==> config.mk <==
export PLATFORM = sky130hd
export DESIGN_NAME = feedback_enable_sequencer
export DESIGN_NICKNAME = d
export VERILOG_FILES = /design/src/rtl/feedback_enable_sequencer.sv
export SDC_FILE = /design/constraint.sdc
export NUM_CORES = 1
export LEC_CHECK = 0
export ABC_AREA = 1
export BUFFER_PORTS_ARGS = -buffer_cell sky130_fd_sc_hd__buf_2
export CAP_MARGIN = 20
export CORE_UTILIZATION = 36
export DETAILED_ROUTE_END_ITERATION = 6
export PLACE_DENSITY = 0.65
export SLEW_MARGIN = 20
export SYNTH_ARGS = -nofsm -noshare
export SYNTH_HDL_FRONTEND = slang
export SYNTH_SLANG_ARGS = --single-unit
==> constraint.sdc <==
create_clock -name clk -period 3.05 [get_ports clk]
set_input_delay 0.61 -clock clk [delete_from_list [all_inputs] [get_ports clk]]
set_output_delay 0.61 -clock clk [all_outputs]
set_load 0.02 [all_outputs]
==> src/rtl/feedback_enable_sequencer.sv <==
// feedback_enable_sequencer
// Upstream control stage for the loop-feedback enable path. It raises
// enable_feedback on a start request and waits for the feedback cell to report ok.
// Once ok is seen, it holds the enable for a programmed time and then reports done.
// If ok does not arrive in time, it cools down and retries.
// When the retries are exhausted, or on abort, it reports fail.
// Optional feature macro: FBSEQ_OK_SYNC_EN
//   defined   -> ok_feedback passes through a 2-flop synchronizer (2 cycles of lag)
//   undefined -> ok_feedback is used directly and must be synchronous to clk
module feedback_enable_sequencer #(
   parameter int TIMEOUT   = 200,
   parameter int HOLD_CYC  = 4,
   parameter int COOL_CYC  = 16,
   parameter int MAX_RETRY = 3,
   parameter int CNT_W     = 8
) (
   input  logic       clk,
   input  logic       rst,
   input  logic       start,
   input  logic       abort,
   input  logic       ok_feedback,
   output logic       enable_feedback,
   output logic       busy,
   output logic       done,
   output logic       fail,
   output logic [1:0] attempt
);

   localparam logic [1:0] S_IDLE = 2'd0;
   localparam logic [1:0] S_ARM  = 2'd1;
   localparam logic [1:0] S_HOLD = 2'd2;
   localparam logic [1:0] S_COOL = 2'd3;

   // Terminal counts: the timer runs 0..N-1 inside each timed state.
   localparam logic [CNT_W-1:0] ARM_LAST  = CNT_W'(TIMEOUT - 1);
   localparam logic [CNT_W-1:0] HOLD_LAST = CNT_W'(HOLD_CYC - 1);
   localparam logic [CNT_W-1:0] COOL_LAST = CNT_W'(COOL_CYC - 1);
   localparam logic [CNT_W-1:0] TIMER_MAX = '1;
   localparam logic [1:0]       LAST_TRY  = 2'(MAX_RETRY);

   logic [1:0]       state_reg,   state_next;
   logic [CNT_W-1:0] timer_reg,   timer_next;
   logic             enable_reg,  enable_next;
   logic             busy_reg,    busy_next;
   logic             done_reg,    done_next;
   logic             fail_reg,    fail_next;
   logic [1:0]       attempt_reg, attempt_next;
   logic             ok_s;

`ifdef FBSEQ_OK_SYNC_EN
   logic [1:0] ok_sync_reg;

   // Two-flop synchronizer for the possibly asynchronous ok level.
   always_ff @(posedge clk) begin
      if (rst) begin
         ok_sync_reg <= 2'b00;
      end else begin
         ok_sync_reg <= {ok_sync_reg[0], ok_feedback};
      end
   end

   assign ok_s = ok_sync_reg[1];
`else
   assign ok_s = ok_feedback;
`endif

   // Next-state logic: abort overrides everything; timers clear on every state change.
   always_comb begin
      state_next   = state_reg;
      timer_next   = timer_reg;
      enable_next  = enable_reg;
      attempt_next = attempt_reg;
      done_next    = 1'b0;
      fail_next    = 1'b0;

      if (abort) begin
         state_next  = S_IDLE;
         timer_next  = '0;
         enable_next = 1'b0;
         fail_next   = (state_reg != S_IDLE);
      end else begin
         case (state_reg)
            S_IDLE: begin
               if (start) begin
                  state_next   = S_ARM;
                  timer_next   = '0;
                  enable_next  = 1'b1;
                  attempt_next = 2'd0;
               end
            end
            S_ARM: begin
               if (ok_s) begin
                  // ok beats a simultaneous timeout
                  state_next = S_HOLD;
                  timer_next = '0;
               end else if (timer_reg == ARM_LAST) begin
                  timer_next  = '0;
                  enable_next = 1'b0;
                  if (attempt_reg < LAST_TRY) begin
                     state_next = S_COOL;
                  end else begin
                     state_next = S_IDLE;
                     fail_next  = 1'b1;
                  end
               end else if (timer_reg != TIMER_MAX) begin
                  timer_next = timer_reg + 1'b1;
               end
            end
            S_HOLD: begin
               // ok_s is deliberately ignored here; a late drop does not abort the hold
               if (timer_reg == HOLD_LAST) begin
                  state_next  = S_IDLE;
                  timer_next  = '0;
                  enable_next = 1'b0;
                  done_next   = 1'b1;
               end else if (timer_reg != TIMER_MAX) begin
                  timer_next = timer_reg + 1'b1;
               end
            end
            default: begin
               // S_COOL
               if (timer_reg == COOL_LAST) begin
                  state_next   = S_ARM;
                  timer_next   = '0;
                  enable_next  = 1'b1;
                  attempt_next = attempt_reg + 2'd1;
               end else if (timer_reg != TIMER_MAX) begin
                  timer_next = timer_reg + 1'b1;
               end
            end
         endcase
      end

      busy_next = (state_next != S_IDLE);
   end

   // State and output registers.
   always_ff @(posedge clk) begin
      if (rst) begin
         state_reg   <= S_IDLE;
         timer_reg   <= '0;
         enable_reg  <= 1'b0;
         busy_reg    <= 1'b0;
         done_reg    <= 1'b0;
         fail_reg    <= 1'b0;
         attempt_reg <= 2'd0;
      end else begin
         state_reg   <= state_next;
         timer_reg   <= timer_next;
         enable_reg  <= enable_next;
         busy_reg    <= busy_next;
         done_reg    <= done_next;
         fail_reg    <= fail_next;
         attempt_reg <= attempt_next;
      end
   end

   assign enable_feedback = enable_reg;
   assign busy            = busy_reg;
   assign done            = done_reg;
   assign fail            = fail_reg;
   assign attempt         = attempt_reg;

endmodule

==> out/qor.txt, run 1 <==
most frequent cells in the layout: 24 x nand2_1, 23 x inv_1, 18 x nor2_1
GR Overflow Total: 0
drt drc: 0
initial antenna violation count: 0
status: complete, no violations
NetSw: 0.0001127 W
Overall Global Routing Usage: 0.1604
Final setup viols: 0
layout cells sized above 1: 0.2063
# hold bufs at CTS: 0
Detailed Routing Iterations Pass 1: 4
R2R Path End: timer_reg[4]
largest net degree at the start of global routing: 10
die width: 55.06 µm
hold path endpoint: enable_feedback
Arr. time, crit path: 2.02 ns
post-synthesis cell type count: 28
PD cells: 368.7 nW/µm²
Iteration-0 DRC Markers: 20
Syn-to-layout area delta: 12.22%
Seq/Total Area, Yosys: 0.3160
Lkg Pwr: 0.5252 nW
Post-CTS Setup Inserts: 0
Crit-path slowest cell: dfxtp_1
largest stage delay on the critical path: 0.41 ns
I/O pin count: 11
Primary FF master, synth: dfxtp_1
Reg area: 320.3 µm²
worst-path cell chain: inv_1 -> ha_1 -> inv_1 -> nor2_4 -> inv_1 -> nand2_2 -> o21ai_0 -> nand3_1 -> nor2_1
Fillers: 280
synthesized cell area: 1013 µm²
Hold Fails Final Rpt: 0
Hold WS: 0.4893 ns
asr flop ratio synth: 0
dpl cell area: 1101 µm²
worst hold path depth: 2
max cap viols: 0
drt total wl: 2122 µm
min-delay src: enable_feedback
detailed placer's ending HPWL: 1666 µm
syn_area_per_cell: 6.942 µm²
Max VDD drop: 0.0002320 V
Layout Nets: 172
Switching Fraction: 0.2687
Total Neg Setup Slack: 0 ns
Reg2Reg Depth: 9
CTS H-tree lvls: 1
Synth area leader: dfxtp_1
DR vias: 949
crit path kind: reg2reg
antenna cells: 0
FP Rows: 18
EDFF count, synth: 0
# clock sinks: 16
maximum clock rate: 558.7 MHz
Max Slew Vio Count: 0
Yosys reg bits: 16
Post-Syn Instances: 146
critical path depth: 9
number of global-route vias before repair: 802
cts repair resizes: 0
CTS Buffer Depth: 2
Slew HR: 0.6273
Logic pwr share: 0.138
Ys Warns: 0
IO Port Bufs: 10
slew at the pin closest to its max-slew limit: 0.5570 ns
Num CTS Buffers: 3
core box area: 2567 µm²
Critical Path Start Type: register
Skew-Pair Late Insertion Delay: 0.29 ns
CP Capture Type: register
clk slew on worst S/H paths: 0.10 ns
Final ANT Viol Nets: 0
DR WL/cell: 11.17 µm
unrepaired setup endpoints after global routing: false
die height: 55.06 µm
Final Instance Area: 1137 µm²
first-pass GRT wire length: 3367 µm
r2r setup slk: 1.26 ns
max reg flops: 8
Worst R2R Start: state_reg[0]
Synth area leaders: dfxtp_1 32%, nand2_1 8.9%, inv_1 8.5%
Int Power: 0.0003067 W
Hold Path Class: reg2reg
worst path buffer plus inverter count: 3
commonest non-fill, non-tap cell in the layout: nand2_1
Clock Skew: 0.001717 ns
area occupied by multi-input gates: 591.8 µm²
critical path required time: 3.28 ns
Yosys top cell area share: 0.3160
CP max FO: 7
final worst path period share: 0.5868
Initial Util: 0.3947
minimum clock period: 1.790 ns
Crit path top cell by count: inv_1
Flop pwr share: 0.520
Top delay family on crit path: buffers and inverters
Via-to-Cell Ratio: 4.995
Synth Net Count: 157
GPL Wtd Cong: 0.8736
die footprint: 3032 µm²
Clock Power Share: 0.342
CTS tree: done
root buf cell: clkbuf_4
[power groups by stage]
stage	clock network (W)	registers (W)	logic [W]
floorplan	0	0.000226	0.0000379
global placement	0	0.000223	0.0000559
detailed placement	0	0.000223	0.0000580
CTS	0.000151	0.000218	0.0000582
global route	0.000157	0.000219	0.0000655
finish	0.000143	0.000218	0.0000580
[layout make-up]
class,count,share of cell area
clock buffer,4,0.03190
inverter,27,0.08911
multi-input combinational,103,0.5204
sequential,16,0.2816
tap,30,0.03300
timing repair buffer,10,0.04400
[logic make-up after synthesis]
kind of cell,Yosys count,share of synthesized area
AND/OR/NAND/NOR,75,0.3642
adder cells (fa/ha/maj),6,0.07407
AO/OA/AOI/OAI,20,0.1284
XOR/XNOR,2,0.01729
flip-flops,16,0.3161
buffers and inverters,27,0.09999
[synthesized netlist by cell type, types with 2 or more instances]
master / instances
a21oi_1: 3
dfxtp_1: 16
ha_1: 6
inv_1: 23
inv_2: 3
nand2_1: 24
nand2_2: 3
nand2_4: 2
nand3_1: 17
nand3_2: 2
nor2_1: 18
nor2_2: 4
nor2_4: 2
o21ai_0: 9
[how the worst max path moves through the flow]
stage | from | end | slack [ns]
after global routing | state_reg[0] | attempt[0] | 0.99
final | state_reg[0] | timer_reg[4] | 1.26
after floorplan | state_reg[0] | attempt[0] | 1.55
after detailed placement | state_reg[0] | timer_reg[5] | 1.30
after CTS | state_reg[0] | timer_reg[5] | 1.26
after global placement | state_reg[0] | timer_reg[5] | 1.33
[stage by stage]
step           instances  utilization  setup WS, ns  total power [W]
2_1_floorplan        146            -         1.546        0.0002641
3_3_place_gp         186       0.4289         1.327        0.0002787
3_5_place_dp         186       0.4289         1.295        0.0002810
4_1_cts              190       0.4430         1.264        0.0004270
5_1_grt              190       0.4430        0.9902        0.0004414
6_report             190       0.4430         1.260        0.0004194
[metal layers]
metal | GRT usage | wire [µm] | vias to the layer above
met2 | 0.2410 | 999 | 10
met1 | 0.2092 | 1026 | 438
met3 | 0.03005 | 70 | 2
met4 | 0.1000 | 26 | 0
li1 | - | - | 499
met5 | 0 | 0 | -
[worst register-to-register path: stages, from the launching register on]
cell and delay [ns]:
dfxtp_1 0.41, inv_1 0.10, ha_1 0.25, inv_1 0.20, nor2_4 0.08, inv_1 0.15, nand2_2 0.14, o21ai_0 0.19
nand3_1 0.11, nor2_1 0.10
No activity file was read; power rests on OpenSTA's default activity.
==> inputs of run 2 (changes only) <==
--- a/config.mk
+++ b/config.mk
@@ -5,12 +5,12 @@
 export SDC_FILE = /design/constraint.sdc
 export NUM_CORES = 1
 export LEC_CHECK = 0
-export ABC_AREA = 1
+export ABC_AREA = 0
 export BUFFER_PORTS_ARGS = -buffer_cell sky130_fd_sc_hd__buf_2
 export CAP_MARGIN = 20
 export CORE_UTILIZATION = 36
 export DETAILED_ROUTE_END_ITERATION = 6
-export PLACE_DENSITY = 0.65
+export PLACE_DENSITY = 0.68
 export SLEW_MARGIN = 20
 export SYNTH_ARGS = -nofsm -noshare
 export SYNTH_HDL_FRONTEND = slang
==> constraint.sdc (replaced) <==
create_clock -name clk -period 1.6 [get_ports clk]
set_input_delay 0.32 -clock clk [delete_from_list [all_inputs] [get_ports clk]]
set_output_delay 0.32 -clock clk [all_outputs]
set_load 0.02 [all_outputs]
==> run 2 against run 1 <==
Compared with the run above:
- the flow now finishes with violations (negative setup slack)
- design area up 11%
- global-route usage up 2.9 points
- clock power up 55%
- sequential share of layout area down 2.5 points
- largest cell class unchanged
==> out/qor.txt, run 2 <==
Iteration-0 DRC Markers: 42
GR Overflow Total: 0
die footprint: 2743 µm²
Yosys reg bits: 16
crit path kind: reg2reg
top cells by count, synth: 17 x nor2_1, 16 x dfxtp_1, 10 x nand2_1
critical path required time: 1.83 ns
initial antenna violation count: 0
Primary FF master, synth: dfxtp_1
syn_area_per_cell: 8.155 µm²
post-synthesis cell type count: 33
# clock sinks: 16
Post-Syn Instances: 112
Syn-to-layout area delta: 38.63%
largest net degree at the start of global routing: 9
PD cells: 602.4 nW/µm²
Max VDD drop: 0.0004280 V
drt total wl: 2463 µm
Critical path origin: timer_reg[5]
max cap viols: 0
maximum clock rate: 509.9 MHz
met2 WL: 1154 µm
GPL Wtd Cong: 0.8477
CP Capture Type: register
DR vias: 964
failing checks: negative setup slack
commonest non-fill, non-tap cell in the layout: buf_4
min-delay src: rst
met3 wire len: 113 µm
asr flop ratio synth: 0
slew at the pin closest to its max-slew limit: 0.4266 ns
dpl cell area: 1165 µm²
minimum clock period: 1.961 ns
core box area: 2297 µm²
CTS tree: done
# hold bufs at CTS: 0
Fillers: 206
Clock Skew: 0.005280 ns
Layout Nets: 161
root buf cell: clkbuf_4
Via-to-Cell Ratio: 5.477
Metal-1 WL: 1109 µm
Reg area: 325.3 µm²
Final setup viols: 15
FP Rows: 17
layout cells sized above 1: 0.3986
I/O pin count: 11
CTS H-tree lvls: 1
synthesized cell area: 913.4 µm²
most frequent cells in the layout: 23 x buf_4, 12 x nor2_1, 12 x dfxtp_1
Hold WS: 0.2364 ns
Synth area leaders: dfxtp_1 35%, ha_1 8.2%, nor2_1 7.0%
Final Instance Area: 1266 µm²
Hold Fails Final Rpt: 0
Seq/Total Area, Yosys: 0.3507
Max Slew Vio Count: 0
clk slew on worst S/H paths: 0.09 ns
CP max FO: 5
number of global-route vias before repair: 870
detailed placer's ending HPWL: 1815 µm
IO Port Bufs: 10
most common cell in the netlist: nor2_1
Critical Path Start Type: register
Num CTS Buffers: 3
DR WL/cell: 13.99 µm
CTS Buffer Depth: 2
final worst path period share: 1.226
Yosys top cell area share: 0.3507
Final ANT Viol Nets: 0
die height: 52.37 µm
Ys Warns: 0
Hold Path Class: in2reg
Synth Net Count: 123
Skew-Pair Late Insertion Delay: 0.30 ns
Synth area leader: dfxtp_1
Overall Global Routing Usage: 0.1892
Final Power: 0.0007628 W
area occupied by multi-input gates: 623.1 µm²
worst setup margin: -0.3613 ns
Arr. time, crit path: 2.19 ns
Top Metal Used: met4
antenna cells: 0
Initial Util: 0.3976
Worst R2R Start: timer_reg[5]
die width: 52.37 µm
Slew HR: 0.7119
Lkg Pwr: 0.5090 nW
drt drc: 0
first-pass GRT wire length: 3767 µm
status: finished with violations
Detailed Routing Iterations Pass 1: 4
max reg flops: 8
unrepaired setup endpoints after global routing: true
EDFF count, synth: 0
## run 2: area by class of cell
type	count	area share
Multi-Input combinational cell	90	0.4921
Sequential cell	16	0.2569
Clock buffer	3	0.01779
Inverter	4	0.01186
Tap cell	28	0.02767
Timing Repair Buffer	35	0.1937
## run 2: critical path: stages, from the launching register on
cell and delay [ns]:
dfxtp_2 0.33, or4_4 0.57, o41ai_4 0.32, nand3_2 0.15, or3_1 0.40, a21oi_1 0.13
## run 2: logic make-up (layout without fill, tap and decap cells)
kind of cell             after synthesis  in the layout  synth area share
AND/OR/NAND/NOR                       52             52            0.2890
XOR/XNOR                               5              5           0.04794
buffers and inverters                  6             42           0.02466
multiplexers                           1              1           0.01096
flip-flops                            16             16            0.3507
AO/OA/AOI/OAI                         26             26            0.1945
adder cells (fa/ha/maj)                6              6           0.08219
## run 2: power breakdown
part | leakage [nW] | total (W) | internal (W) | switching, W
registers | 0.131 | 0.000410 | 0.000406 | 0.00000450
logic | 0.364 | 0.000132 | 0.0000602 | 0.0000717
clock network | 0.0138 | 0.000221 | 0.0000879 | 0.000133
total | 0.509 | 0.000763 | 0.000554 | 0.000209
## run 2: layer usage
layer  vias to the layer above  GRT usage
met4                         0     0.1316
met5                         -          0
met1                       453     0.2364
met2                        33     0.2996
met3                         6    0.02029
li1                        472          -
## run 2: path summary, 6_finish.rpt
| kind | endpoint | slack, ns | cells after the start |
|---|---|---|---|
| min reg2reg | attempt[1] | 0.48 | 2 |
| max | enable_feedback | -0.36 | 5 |
| min | attempt[1] | 0.24 | 2 |
| max reg2reg | enable_feedback | -0.36 | 5 |
## run 2: stage by stage
step           setup slack, ns  std cells  setup TNS (ns)    util
2_1_floorplan          -0.1714        112          -1.115       -
3_3_place_gp           -0.2093        171          -1.902  0.5071
3_5_place_dp           -0.2596        171          -2.365  0.5071
4_1_cts                -0.2806        174          -2.405  0.5272
5_1_grt                -0.4441        176          -4.043  0.5512
6_report               -0.3613        176          -3.488  0.5512
## run 2: timing repair
| action | CTS | global route |
|---|---|---|
| hold endpoints to repair | 0 | 0 |
| gates resized for setup | 8 | 12 |
| pin swaps | 5 | 4 |
| buffers inserted | 0 | 2 |
| setup endpoints to repair | 15 | 15 |
